[src/rtl/uart_core_if.sv]
// Host-side parallel bus of uart_core: write/read strobes, data and status flags.
// master = host, slave = the UART core.
interface uart_core_if;
  logic       read;
  logic       write;
  logic [7:0] datain;
  logic [7:0] dataout;
  logic       rxrdy;
  logic       txrdy;
  logic       parityerr;
  logic       framingerr;
  logic       overrun;

  modport master (
    output read, write, datain,
    input  dataout, rxrdy, txrdy, parityerr, framingerr, overrun
  );

  modport slave (
    input  read, write, datain,
    output dataout, rxrdy, txrdy, parityerr, framingerr, overrun
  );
endinterface

[src/rtl/uart_core.sv]
// Full-duplex 8-bit UART on a 16x-baud clock, one stop bit.
// Define UART_PARITY_EN to add a parity bit (PARITY_ODD selects odd parity).
module uart_core #(
  parameter bit PARITY_ODD = 1'b0
) (
  input  logic       mclkx16,
  input  logic       reset,
  input  logic       rx,
  output logic       tx,
  uart_core_if.slave bus
);

`ifdef UART_PARITY_EN
  localparam int NB = 9;
`else
  localparam int NB = 8;
`endif

  localparam logic [1:0] TX_IDLE  = 2'd0;
  localparam logic [1:0] TX_LOAD  = 2'd1;
  localparam logic [1:0] TX_SHIFT = 2'd2;
  localparam logic [1:0] TX_STOP  = 2'd3;

  localparam logic [2:0] RX_IDLE  = 3'd0;
  localparam logic [2:0] RX_START = 3'd1;
  localparam logic [2:0] RX_DATA  = 3'd2;
  localparam logic [2:0] RX_PAR   = 3'd3;
  localparam logic [2:0] RX_STOP  = 3'd4;

  // ---------------- transmitter ----------------
  logic [1:0]    tx_st;
  logic [7:0]    tx_hold;
  logic [NB-1:0] tx_sr;
  logic [NB-1:0] tx_frame;
  logic [3:0]    tx_tick;
  logic [3:0]    tx_bitn;

`ifdef UART_PARITY_EN
  assign tx_frame = {(^tx_hold) ^ PARITY_ODD, tx_hold};
`else
  assign tx_frame = tx_hold;
`endif

  // The byte is latched while write is low; the frame starts only once write
  // returns high, so a long strobe cannot re-trigger a capture.
  always_ff @(posedge mclkx16) begin
    if (!reset) begin
      tx_st     <= TX_IDLE;
      tx_hold   <= '0;
      tx_sr     <= '0;
      tx_tick   <= '0;
      tx_bitn   <= '0;
      tx        <= 1'b1;
      bus.txrdy <= 1'b1;
    end else begin
      case (tx_st)
        TX_IDLE: begin
          if (bus.txrdy && !bus.write) begin
            tx_hold   <= bus.datain;
            bus.txrdy <= 1'b0;
          end else if (!bus.txrdy && bus.write) begin
            tx_st <= TX_LOAD;
          end
        end
        TX_LOAD: begin
          tx      <= 1'b0;
          tx_sr   <= tx_frame;
          tx_tick <= '0;
          tx_bitn <= '0;
          tx_st   <= TX_SHIFT;
        end
        TX_SHIFT: begin
          tx_tick <= tx_tick + 4'd1;
          if (tx_tick == 4'd15) begin
            if (tx_bitn == 4'(NB)) begin
              tx    <= 1'b1;
              tx_st <= TX_STOP;
            end else begin
              tx      <= tx_sr[0];
              tx_sr   <= tx_sr >> 1;
              tx_bitn <= tx_bitn + 4'd1;
            end
          end
        end
        TX_STOP: begin
          tx_tick <= tx_tick + 4'd1;
          if (tx_tick == 4'd15) begin
            bus.txrdy <= 1'b1;
            tx_st     <= TX_IDLE;
          end
        end
        default: tx_st <= TX_IDLE;
      endcase
    end
  end

  // ---------------- receiver ----------------
  // rx_sync[1] is the synchronised line, rx_sync[2] its previous value.
  logic [2:0] rx_sync;
  logic       rx_s;
  logic       rx_prev;
  logic [2:0] rx_st;
  logic [7:0] rx_sr;
  logic [3:0] rx_tick;
  logic [2:0] rx_bitn;
  logic       mid;
  logic       stop_smp;
  logic       par_mis;

  assign rx_s     = rx_sync[1];
  assign rx_prev  = rx_sync[2];
  assign mid      = (rx_tick == 4'd8);
  assign stop_smp = (rx_st == RX_STOP) && mid;

`ifdef UART_PARITY_EN
  logic rx_pbit;
  assign par_mis = rx_pbit ^ (^rx_sr) ^ PARITY_ODD;
`else
  logic unused_parity_odd;
  assign unused_parity_odd = PARITY_ODD;
  assign par_mis = 1'b0;
`endif

  always_ff @(posedge mclkx16) begin
    if (!reset) begin
      rx_sync <= 3'b111;
      rx_st   <= RX_IDLE;
      rx_sr   <= '0;
      rx_tick <= '0;
      rx_bitn <= '0;
`ifdef UART_PARITY_EN
      rx_pbit <= 1'b0;
`endif
    end else begin
      rx_sync <= {rx_sync[1:0], rx};
      case (rx_st)
        RX_IDLE: begin
          rx_tick <= '0;
          if (rx_prev && !rx_s) rx_st <= RX_START;
        end
        RX_START: begin
          rx_tick <= rx_tick + 4'd1;
          if (mid) begin
            rx_bitn <= '0;
            rx_st   <= rx_s ? RX_IDLE : RX_DATA;
          end
        end
        RX_DATA: begin
          rx_tick <= rx_tick + 4'd1;
          if (mid) begin
            rx_sr   <= {rx_s, rx_sr[7:1]};
            rx_bitn <= rx_bitn + 3'd1;
`ifdef UART_PARITY_EN
            if (rx_bitn == 3'd7) rx_st <= RX_PAR;
`else
            if (rx_bitn == 3'd7) rx_st <= RX_STOP;
`endif
          end
        end
        RX_PAR: begin
          rx_tick <= rx_tick + 4'd1;
          if (mid) begin
`ifdef UART_PARITY_EN
            rx_pbit <= rx_s;
`endif
            rx_st <= RX_STOP;
          end
        end
        RX_STOP: begin
          rx_tick <= rx_tick + 4'd1;
          if (mid) rx_st <= RX_IDLE;
        end
        default: rx_st <= RX_IDLE;
      endcase
    end
  end

  // Host-visible receive status; a stop sample takes priority over a read.
  always_ff @(posedge mclkx16) begin
    if (!reset) begin
      bus.dataout    <= '0;
      bus.rxrdy      <= 1'b0;
      bus.overrun    <= 1'b0;
      bus.framingerr <= 1'b0;
      bus.parityerr  <= 1'b0;
    end else if (stop_smp) begin
      bus.dataout    <= rx_sr;
      bus.rxrdy      <= 1'b1;
      bus.framingerr <= !rx_s;
      bus.parityerr  <= par_mis;
      if (bus.rxrdy)     bus.overrun <= 1'b1;
      else if (!bus.read) bus.overrun <= 1'b0;
    end else if (!bus.read) begin
      bus.rxrdy   <= 1'b0;
      bus.overrun <= 1'b0;
    end
  end

endmodule

[src/flat_wrapper.sv]
// flat-port wrapper written by rule: the top's interface ports become plain ports
module uart_core_flat 
#(
  parameter bit PARITY_ODD = 1'b0
)
  (mclkx16, reset, rx, tx, bus_read, bus_write, bus_datain, bus_dataout, bus_rxrdy, bus_txrdy, bus_parityerr, bus_framingerr, bus_overrun);
  uart_core_if bus_i ();
  input  logic mclkx16;
  input  logic reset;
  input  logic rx;
  output logic tx;
  input wire logic [$bits(bus_i.read)-1:0] bus_read;
  input wire logic [$bits(bus_i.write)-1:0] bus_write;
  input wire logic [$bits(bus_i.datain)-1:0] bus_datain;
  output wire logic [$bits(bus_i.dataout)-1:0] bus_dataout;
  output wire logic [$bits(bus_i.rxrdy)-1:0] bus_rxrdy;
  output wire logic [$bits(bus_i.txrdy)-1:0] bus_txrdy;
  output wire logic [$bits(bus_i.parityerr)-1:0] bus_parityerr;
  output wire logic [$bits(bus_i.framingerr)-1:0] bus_framingerr;
  output wire logic [$bits(bus_i.overrun)-1:0] bus_overrun;
  assign bus_i.read = bus_read;
  assign bus_i.write = bus_write;
  assign bus_i.datain = bus_datain;
  assign bus_dataout = bus_i.dataout;
  assign bus_rxrdy = bus_i.rxrdy;
  assign bus_txrdy = bus_i.txrdy;
  assign bus_parityerr = bus_i.parityerr;
  assign bus_framingerr = bus_i.framingerr;
  assign bus_overrun = bus_i.overrun;
  uart_core #(.PARITY_ODD(PARITY_ODD)) u_core (.mclkx16(mclkx16), .reset(reset), .rx(rx), .tx(tx), .bus(bus_i));
endmodule
[config.mk]
export PLATFORM = sky130hd
export DESIGN_NAME = uart_core_flat
export DESIGN_NICKNAME = d
export VERILOG_FILES = /design/src/rtl/uart_core_if.sv /design/src/rtl/uart_core.sv /design/src/flat_wrapper.sv
export SDC_FILE = /design/constraint.sdc
export NUM_CORES = 1
export LEC_CHECK = 0
export BUFFER_PORTS_ARGS = -buffer_cell sky130_fd_sc_hd__buf_2
export CORE_MARGIN = 4
export CORE_UTILIZATION = 50
export CTS_CLUSTER_DIAMETER = 40
export DETAILED_ROUTE_END_ITERATION = 16
export PLACE_DENSITY = 0.69
export SLEW_MARGIN = 20
export SYNTH_ARGS = -nofsm -noshare
export SYNTH_HDL_FRONTEND = slang
export SYNTH_SLANG_ARGS = --single-unit
[constraint.sdc]
create_clock -name mclkx16 -period 4.5 [get_ports mclkx16]
set_clock_uncertainty 0.15 [all_clocks]
set_input_delay 0.45 -clock mclkx16 [delete_from_list [all_inputs] [get_ports mclkx16]]
set_output_delay 0.45 -clock mclkx16 [all_outputs]
set_load 0.01 [all_outputs]
# Word-level counts from Yosys, hierarchy flattened
# Index checks and enable logic that the tools add are counted.
# word_totals
ff_bits,60
input_bits,13
wordCells,104
out_inout_bits,14
# classes
eq_ne,25
mux,35
reduce_logical,24
n_addsub,4
# op_table
operator,count
2-bit by 1-bit inequality test with 1-bit output (second input constant),12
4-bit case mux with 2 select lines,3
3-bit two-way mux,7
8-bit two-way mux,2
8-bit case mux with 2 select lines,1
3-bit case mux with 5 select lines,1
4-bit by 1-bit adder with 4-bit output (second input constant),3
4-bit == test (second input constant),3
2-bit two-way mux,6
2-bit nonzero test,5
1-bit two-way mux,9
3-bit AND reduction,3
4-bit two-way mux,2
2-bit case mux with 4 select lines,1
3-bit by 2-bit == test with 1-bit output (second input constant),2
3-bit == test (second input constant),2
3-bit case mux with 2 select lines,1
2-bit AND reduction,3
6-bit AND reduction,1
5-bit AND reduction,1
2-bit == test (second input constant),2
1-bit logical AND,4
2-bit inequality test (second input constant),2
1-bit case mux with 2 select lines,2
8 further kinds,10

# Longest topological paths before layout
# Gate-level depths: netlist of the first run.
# depth
word_depth,5
ltp_mapped,7
ltp_nobuf,6

# Worst setup path after synthesis of the first run
# No wires, ideal clock.
# synth_timing
path_kind,flip-flop to flip-flop
from,register u_core.rx_tick[0]
to,register u_core.bus.overrun
path_stages_with_launch,8
path_buffers,1
setup_ps,128
period_less_slack_ps,1669
setup_slack_ps,2831
required_time_ps,4222
arrival_ps,1391
path_cell_list,dfxtp_1 inv_1 ha_1 and3b_1 and3_1 buf_4 a22oi_1 nor2_1
# synth_between
elab_chain_cells,3
# synth_lines
element,line,source
start: declaration,uart_core.sv:104,logic [3:0] rx_tick;
start signal: assignment,uart_core.sv:142,rx_tick <= rx_tick + 4'd1;
start signal: assignment,uart_core.sv:149,rx_tick <= rx_tick + 4'd1;
start signal: assignment,uart_core.sv:161,rx_tick <= rx_tick + 4'd1;
4-bit == test,uart_core.sv:112,assign mid = (rx_tick == 4'd8);
1-bit logical AND,uart_core.sv:113,assign stop_smp = (rx_st == RX_STOP) && mid;
1-bit two-way mux,uart_core.sv:186,end else if (stop_smp) begin
end signal: assignment,uart_core.sv:183,bus.overrun <= 1'b0;
end signal: assignment,uart_core.sv:191,if (bus.rxrdy) bus.overrun <= 1'b1;
end signal: assignment,uart_core.sv:192,else if (!bus.read) bus.overrun <= 1'b0;
end: declaration,uart_core_if.sv:21,"output dataout, rxrdy, txrdy, parityerr, framingerr, overrun"
# Every way passes these cells.
# A chain may end at the register's enable or synchronous reset.

# Worst setup path after layout of the first run
# layout_timing
from,register u_core.rx_tick[0]
to,register u_core.rx_sr[1]
# layout_between
elab_chain_cells,2
# layout_lines
element,line,source
4-bit == test,uart_core.sv:112,
2-bit AND reduction (no source line),--,
end signal: assignment,uart_core.sv:151,"rx_sr <= {rx_s, rx_sr[7:1]};"
end: declaration,uart_core.sv:103,logic [7:0] rx_sr;
# Every way passes these cells.

==> flow_metrics.env, run 1 <==
export IMPL_status="complete, no violations"
export IMPL_syn_instance_count=284
export IMPL_max_slew_margin_pct=36.0
export IMPL_synth_seq_area_share_pct=44.2
export IMPL_synthesis_nets=308
export IMPL_root_buffer="clkbuf_8"
export IMPL_clk_path_buf_depth=2
export IMPL_hold_viol=0
export IMPL_syn_area_per_cell_um2=9.56
export IMPL_nNetsFinal=329
export IMPL_cts_hold_fix_buffers=0
export IMPL_end_kind="flip-flop"
export IMPL_drive_above_1_share_pct=18.8
export IMPL_tns_ps=0
export IMPL_worstSetupPathType="reg2reg"
export IMPL_viasPerCell=5.20
export IMPL_routabilityCongestion=0.789
export IMPL_static_leakage_power_uw=0.00114
export IMPL_dieArea_um2=6670
export IMPL_grt_max_degree=27
export IMPL_synth_largest_area_cell="dfxtp_1"
export IMPL_cts_sinks=60
export IMPL_fin_util_pct=58.2
export IMPL_coreArea_um2=5170
export IMPL_detail_route_antenna_nets=0
export IMPL_yosys_most_used_dff="dfxtp_1"
export IMPL_slew_viol_final=0
export IMPL_start_util_pct=52.5
export IMPL_worst_pin_slew_ps=955
export IMPL_whs_path_depth=2
export IMPL_yosys_top_cells_count="60 x dfxtp_1, 35 x nor2_1, 32 x nand2_1"
export IMPL_cts_resized_gates=0
export IMPL_synth_edf_count=0
export IMPL_cp_max_fo=11
export IMPL_synth_top_area_share_pct=44.2
export IMPL_required_ps=4560
export IMPL_synth_async_reset_ratio_pct=0
export IMPL_core_rowCount=26
export IMPL_n_antenna_cell=0
export IMPL_dp_hpwl_um=3200
export IMPL_ff2ff_path_depth=6
export IMPL_gr_usage_all_layers_pct=16.4
export IMPL_vias=1969
export IMPL_clockPowerShare_pct=30.5
export IMPL_wl_um=4760
export IMPL_drt_iter0_markers=114
export IMPL_wl_per_cell_um=12.6
export IMPL_min_path_type="in2reg"
export IMPL_power_frac_seq_pct=44.4
export IMPL_swShare_pct=30.8
export IMPL_first_pass_iters=4
export IMPL_rsz0062_at_grt="false"
export IMPL_syn_area_um2=2720
export IMPL_worstPathArrival_ps=2240
export IMPL_io_pins=27
export IMPL_irDropWorstVdd_mv=0.243
export IMPL_grt_pass1_vias=1826
export IMPL_ys_seq_elements=60
export IMPL_post_cts_buffers=0
export IMPL_ys_warn_count=0
export IMPL_finalCriticalPeriod_ps=2180
export IMPL_p_sw_uw=421
export IMPL_die_h_um=81.7
export IMPL_clkTransAtPathRegs_ps=60
export IMPL_ys_types=48
export IMPL_numCtsBuffers=9
export IMPL_finalSetupViolCount=0
export IMPL_cts_tree="yes"
export IMPL_h_tree_depth=3
export IMPL_cap_violations=0
export IMPL_critPathLaunchType="flip-flop"
export IMPL_synth_area_top_cells="dfxtp_1 44%, mux2i_1 10%, ha_1 5.1%"
export IMPL_power_density_nw_per_um2=455
export IMPL_p_int_uw=947
export IMPL_synth_most_common_cell="dfxtp_1"
export IMPL_grt_antenna_before_repair=0
export IMPL_worst_skew_pair_late_latency_ps=330
export IMPL_gr_total_overflow=0
export IMPL_fmax_ghz=0.460
export IMPL_fp_dieW_um=81.7
export IMPL_area_delta_synth_final_pct=10.8
export IMPL_grt_pass1_wl_um=8300
export IMPL_port_buffers=25
export IMPL_combinationalPowerShare_pct=25.1
export IMPL_fin_crit_sh_pct=48.3
export IMPL_drc_errors=0
==> layout by cell type, fill, tap and decap left out, types with 4 or more instances in the layout <==
cell type	synthesis	final
dfxtp_1	60	60
nor2_1	35	35
nand2_1	32	32
mux2i_1	28	28
buf_2	6	25
a21oi_1	22	22
ha_1	11	11
clkbuf_8	0	11
inv_1	9	9
a211oi_2	8	8
o21ai_0	7	7
nand2b_1	6	6
nand3_1	5	5
nor3_1	4	4
==> worst max-delay path, stage by stage (launching register included) <==
cell      delay (ps)
dfxtp_1          350
inv_1            110
ha_1             230
nand3b_4         110
nor3_2           770
mux2i_1          280
nor2_1            50
==> layout make-up <==
type                    instances  area, um2
fillers                       459       2160
multi-input cells             198       1380
flip-flops and latches         60       1200
clock buffers                  13        159
repair buffers                 26        133
well taps                      70       87.6
inverters                      10       37.5
clock inverters                 2       10.0
==> state kept, by name, indices dropped and copies added, names as in the netlist, 2 cells and up <==
signal	count
u_core.bus.dataout	8
u_core.rx_sr	8
u_core.tx_frame	8
u_core.tx_sr	8
u_core.rx_tick	4
u_core.tx_bitn	4
u_core.tx_tick	4
u_core.rx_bitn	3
u_core.rx_st	3
u_core.rx_sync	3
u_core.tx_st	2
==> metrics by stage <==
stage | instances | total power [uW] | setup WS, ps | hold slack [ps] | cell area [um2]
after floorplan | 284 | 928 | 2830 | 236 | 2720
after global placement | 364 | 959 | 2270 | 258 | 2840
after detailed placement | 364 | 962 | 2250 | 247 | 2840
after CTS | 379 | 1380 | 2290 | 151 | 3010
after global routing | 379 | 1450 | 2100 | 156 | 3010
final | 379 | 1370 | 2320 | 161 | 3010
==> cells by family after synthesis <==
kind of cell               Yosys count  synth area share, %
xor gates and xnor gates             6                 1.94
adders and majority gates           11                 5.07
buffers and inverters               26                 4.88
and+or+nand+nor                     98                 18.0
AOI/OAI and AO/OA                   54                 15.4
DFF                                 60                 44.2
muxes                               28                 10.3
other                                1                0.138
==> power by group through the flow <==
stage / sequential [uW] / clock (uW) / combinational (uW)
after detailed placement: 618 / 0 / 344
final: 608 / 417 / 343
after global placement: 617 / 0 / 342
after CTS: 608 / 429 / 345
after floorplan: 614 / 0 / 314
after global routing: 613 / 454 / 384
==> metal layers <==
metal,wire [um],vias up,share of wire (%),global-route usage (%)
met4,129,0,2.7,11.3
met3,190,10,4.0,3.95
li1,-,1027,-,-
met2,1950,33,41,23.0
met5,0,-,0,0
met1,2500,899,52,22.2
==> worst paths after layout <==
kind                            slack, ps                            from                           end
worst max-delay path                 2320  u_core.rx_tick[0]$_SDFFE_PN0P_  u_core.rx_sr[1]$_SDFFE_PN0P_
worst max register to register       2320  u_core.rx_tick[0]$_SDFFE_PN0P_  u_core.rx_sr[1]$_SDFFE_PN0P_
worst min register to register        260    u_core.rx_sync[0]$_SDFF_PN1_  u_core.rx_sync[1]$_SDFF_PN1_
worst min-delay path                  160                              rx  u_core.rx_sync[0]$_SDFF_PN1_
Note: power is estimated with default switching activity, not from simulation.
==> run 2, diff against run 1 <==
--- a/config.mk
+++ b/config.mk
@@ -10,7 +10,7 @@
 export CORE_UTILIZATION = 50
 export CTS_CLUSTER_DIAMETER = 40
 export DETAILED_ROUTE_END_ITERATION = 16
-export PLACE_DENSITY = 0.69
+export PLACE_DENSITY = 0.72
 export SLEW_MARGIN = 20
 export SYNTH_ARGS = -nofsm -noshare
 export SYNTH_HDL_FRONTEND = slang
==> constraint.sdc (replaced) <==
create_clock -name mclkx16 -period 1.8 [get_ports mclkx16]
set_clock_uncertainty 0.15 [all_clocks]
set_input_delay 0.18 -clock mclkx16 [delete_from_list [all_inputs] [get_ports mclkx16]]
set_output_delay 0.18 -clock mclkx16 [all_outputs]
set_load 0.01 [all_outputs]
==> flow_metrics.env, run 2 (synthesized netlist as in run 1, its figures left out) <==
export IMPL_status="complete, no violations"
export IMPL_drt_iter0_markers=107
export IMPL_first_pass_iters=4
export IMPL_slew_viol_final=0
export IMPL_critPathLaunchType="flip-flop"
export IMPL_fill_cells=416
export IMPL_finalCriticalPeriod_ps=1700
export IMPL_static_leakage_power_uw=0.00127
export IMPL_crit_buf_inv=1
export IMPL_crit_chain="inv_1 > ha_1 > and3b_2 > o21ai_4 > and2_4 > o32ai_4"
export IMPL_vias=2098
export IMPL_grt_max_degree=27
export IMPL_end_kind="flip-flop"
export IMPL_area_delta_synth_final_pct=20.5
export IMPL_grt_pass1_vias=1970
export IMPL_worstSetupPathType="reg2reg"
export IMPL_required_ps=1860
export IMPL_gr_usage_all_layers_pct=17.7
export IMPL_layout_common_cells="60 x dfxtp_1, 35 x nor2_1, 32 x nand2_1"
export IMPL_die_h_um=81.7
export IMPL_cp_max_fo=10
export IMPL_tns_ps=0
export IMPL_clkTransAtPathRegs_ps=70
export IMPL_wl_um=5210
export IMPL_start_util_pct=52.5
export IMPL_coreArea_um2=5170
export IMPL_worstPathArrival_ps=1760
export IMPL_mostFrequentLayoutCell="dfxtp_1"
export IMPL_min_path_type="in2reg"
export IMPL_detail_route_antenna_nets=0
export IMPL_fin_crit_sh_pct=94.6
export IMPL_gr_total_overflow=0
export IMPL_nNetsFinal=354
export IMPL_fp_dieW_um=81.7
export IMPL_routabilityCongestion=0.787
export IMPL_dp_hpwl_um=3380
export IMPL_dieArea_um2=6670
export IMPL_cap_violations=0
export IMPL_post_cts_buffers=0
export IMPL_clk_path_buf_depth=2
export IMPL_irDropWorstVdd_mv=0.809
export IMPL_viasPerCell=5.19
export IMPL_numCtsBuffers=9
export IMPL_worst_skew_pair_late_latency_ps=330
export IMPL_slowest_stage="dfxtp_1"
export IMPL_rsz0062_at_grt="false"
export IMPL_core_rowCount=26
export IMPL_drc_errors=0
export IMPL_h_tree_depth=3
export IMPL_cts_tree="yes"
export IMPL_root_buffer="clkbuf_8"
export IMPL_cts_sinks=60
export IMPL_hold_viol=0
export IMPL_grt_pass1_wl_um=9070
export IMPL_grt_antenna_before_repair=0
export IMPL_finalSetupViolCount=0
export IMPL_io_pins=27
export IMPL_critical_path_max_stage_delay_ps=350
export IMPL_fin_hold_ws_ps=42.1
export IMPL_n_antenna_cell=0
export IMPL_power_density_nw_per_um2=1120
export IMPL_drive_above_1_share_pct=23.1
export IMPL_wl_per_cell_um=12.9
export IMPL_fmax_ghz=0.587
export IMPL_cp_top_family="simple AND/OR/NAND/NOR gates"
export IMPL_port_buffers=25
## run 2: per-layer routing
metal | part of all wire (%) | GRT usage (%) | up-vias
met2 | 44 | 26.4 | 32
li1 | - | - | 1072
met1 | 51 | 23.6 | 986
met5 | 0 | 0 | -
met4 | 1.5 | 7.97 | 0
met3 | 3.8 | 5.26 | 8
## run 2: per-stage QoR
step / setup slack [ps] / cell area (um2) / cells / power (uW) / util, %
6_report: 97.2 / 3270 / 404 / 3670 / 63.2
5_1_grt: 10.6 / 3270 / 404 / 3870 / 63.2
4_1_cts: 9.31 / 3260 / 404 / 3680 / 63.0
3_5_place_dp: 37.9 / 2970 / 379 / 2480 / 57.3
3_3_place_gp: 79.1 / 2970 / 379 / 2450 / 57.3
2_1_floorplan: 131 / 2720 / 284 / 2320 / -
## run 2: worst reg2reg max path, delay by kind of cell (launching register included)
kind | cells | cell delay, ps
flip-flops | 1 | 350
AO/OA/AOI/OAI | 2 | 270
AND/OR/NAND/NOR | 2 | 530
buffers and inverters | 1 | 90
adder cells (fa/ha/maj) | 1 | 200
## run 2: what timing repair did
action	4_1_cts	5_1_grt
endpoints found under the hold margin	11	0
gates resized for setup	0	4
endpoints found under the setup margin	0	13
hold buffers	10	0
## run 2: where the power goes
| part | switching [uW] | leakage [uW] | internal, uW |
|---|---|---|---|
| clock | 514 | 0.0000914 | 667 |
| sequential | 74.4 | 0.000487 | 1450 |
| combinational | 528 | 0.000688 | 437 |
## run 2: final timing paths
| path | startpoint | end | slack [ps] | cells past startpoint |
|---|---|---|---|---|
| setup / recovery | u_core.tx_bitn[1]$_SDFFE_PN0P_ | u_core.tx_bitn[1]$_SDFFE_PN0P_ | 100 | 6 |
| hold / removal | reset | u_core.rx_sync[0]$_SDFF_PN1_ | 40 | 2 |
| setup reg to reg | u_core.tx_bitn[1]$_SDFFE_PN0P_ | u_core.tx_bitn[1]$_SDFFE_PN0P_ | 100 | 6 |
| hold reg to reg | u_core.rx_sync[0]$_SDFF_PN1_ | u_core.rx_sync[1]$_SDFF_PN1_ | 300 | 1 |
## run 2: area by class of cell
cell class                 count  area (um2)  area share [%]
clock buffer                  11         141            4.32
timing repair buffer          51         362            11.1
multi-input combinational    198        1390            42.5
inverter                      10        37.5            1.15
clock inverter                 4        50.0            1.53
sequential                    60        1200            36.7
tap                           70        87.6            2.68
==> run 3, diff against run 2 <==
--- a/config.mk
+++ b/config.mk
@@ -10,6 +10,7 @@
 export CORE_UTILIZATION = 50
 export CTS_CLUSTER_DIAMETER = 40
 export DETAILED_ROUTE_END_ITERATION = 16
+export HOLD_SLACK_MARGIN = 0.08
 export PLACE_DENSITY = 0.72
 export SLEW_MARGIN = 20
 export SYNTH_ARGS = -nofsm -noshare
==> flow_metrics.env, run 3 (synthesized netlist as in run 1, its figures left out) <==
export IMPL_dp_cells=379
export IMPL_port_buffers=25
export IMPL_end_kind="flip-flop"
export IMPL_fin_util_pct=63.6
export IMPL_clk_path_buf_depth=2
export IMPL_drt_iter0_markers=110
export IMPL_clockPowerShare_pct=32.2
export IMPL_core_rowCount=26
export IMPL_static_leakage_power_uw=0.00127
export IMPL_critPathLaunchType="flip-flop"
export IMPL_finalSetupViolCount=0
export IMPL_worstPathArrival_ps=1760
export IMPL_instances_no_fill=406
export IMPL_vias=2126
export IMPL_layout_common_cells="60 x dfxtp_1, 35 x nor2_1, 32 x nand2_1"
export IMPL_h_tree_depth=3
export IMPL_rsz0062_at_grt="false"
export IMPL_dieArea_um2=6670
export IMPL_p_int_uw=2550
export IMPL_swShare_pct=30.5
export IMPL_status="complete, no violations"
export IMPL_gr_usage_all_layers_pct=17.7
export IMPL_wl_per_cell_um=12.9
export IMPL_power_frac_seq_pct=41.4
export IMPL_cap_violations=0
export IMPL_root_buffer="clkbuf_8"
export IMPL_viasPerCell=5.24
export IMPL_irDropWorstVdd_mv=0.809
export IMPL_nNetsFinal=356
export IMPL_fin_hold_ws_ps=99.9
export IMPL_hold_viol=0
export IMPL_tns_ps=0
export IMPL_n_antenna_cell=0
export IMPL_numCtsBuffers=9
export IMPL_die_h_um=81.7
export IMPL_power_uw=3670
export IMPL_combinationalPowerShare_pct=26.4
export IMPL_dp_hpwl_um=3380
export IMPL_finalCriticalPeriod_ps=1700
export IMPL_slew_viol_final=0
export IMPL_worst_skew_pair_late_latency_ps=330
export IMPL_io_pins=27
export IMPL_fp_dieW_um=81.7
export IMPL_detail_route_antenna_nets=0
export IMPL_gr_total_overflow=0
export IMPL_required_ps=1860
export IMPL_drc_errors=0
export IMPL_register_area_um2=1200
export IMPL_clkTransAtPathRegs_ps=70
export IMPL_worstSetupPathType="reg2reg"
export IMPL_grt_pass1_vias=1976
export IMPL_p_sw_uw=1120
export IMPL_grt_max_degree=27
export IMPL_cts_tree="yes"
export IMPL_start_util_pct=52.5
export IMPL_area_delta_synth_final_pct=21.2
export IMPL_fill_cells=414
export IMPL_min_path_type="in2reg"
export IMPL_coreArea_um2=5170
export IMPL_grt_pass1_wl_um=9080
export IMPL_routabilityCongestion=0.787
export IMPL_mostFrequentLayoutCell="dfxtp_1"
export IMPL_grt_antenna_before_repair=0
export IMPL_wl_um=5250
export IMPL_first_pass_iters=4
export IMPL_fin_crit_sh_pct=94.6
export IMPL_fmax_ghz=0.587
export IMPL_power_density_nw_per_um2=1120
export IMPL_drive_above_1_share_pct=22.9
export IMPL_cts_sinks=60
export IMPL_cp_max_fo=10
export IMPL_multi_input_area_um2=1390
-- run 3: cell count changes in the layout (fill, tap and decap cells not counted), sizes merged --
| cell | delta |
|---|---|
| dlygate4sd3 | +2 |
-- run 3: metal layers --
layer	global-route usage [%]	vias to the layer above	share of wire (%)
li1	-	1078	-
met1	23.7	1002	50
met2	26.5	38	44
met3	5.15	8	3.9
met4	7.97	0	1.5
met5	0	-	0
-- run 3: area by class of cell --
class | count | share of cell area (%)
clock buffer | 11 | 4.30
clock inverter | 4 | 1.52
inverter | 10 | 1.14
multi-input combinational | 198 | 42.3
sequential | 60 | 36.5
tap | 70 | 2.66
timing repair buffer | 53 | 11.6
-- run 3: stage by stage --
step	instance area, um2	setup WS [ps]
5_1_grt	3290	10.6
3_3_place_gp	2970	79.1
4_1_cts	3280	9.31
3_5_place_dp	2970	37.9
2_1_floorplan	2720	131
6_report	3290	96.8
-- run 3: power by group through the flow --
stage                     Clock [uW]  Sequential [uW]  Combinational (uW)
after global routing            1260             1540                1080
after detailed placement           0             1540                 938
final                           1180             1520                 968
after floorplan                    0             1530                 785
after global placement             0             1540                 912
after CTS                       1210             1520                 963
-- run 3: worst paths after layout --
check	start	endpoint	slack (ps)	depth (start not counted)
min reg2reg	u_core.rx_sync[0]$_SDFF_PN1_	u_core.rx_sync[1]$_SDFF_PN1_	300	1
min	bus_write	u_core.bus.txrdy$_SDFFE_PN1P_	100	5
max	u_core.tx_bitn[1]$_SDFFE_PN0P_	u_core.tx_bitn[1]$_SDFFE_PN0P_	100	6
max reg2reg	u_core.tx_bitn[1]$_SDFFE_PN0P_	u_core.tx_bitn[1]$_SDFFE_PN0P_	100	6
-- run 3: what timing repair did --
item / in CTS / in global routing
endpoints found under the setup margin: 0 / 13
buffers inserted: 0 / 0
resized for setup: 0 / 4
hold endpoints to repair: 15 / 0
hold buffers: 12 / 0
-- run 3: critical path, stage by stage (launching register included) --
cell and delay [ps]:
dfxtp_1 350, inv_1 90, ha_1 200, and3b_2 240
o21ai_4 170, and2_4 290, o32ai_4 100
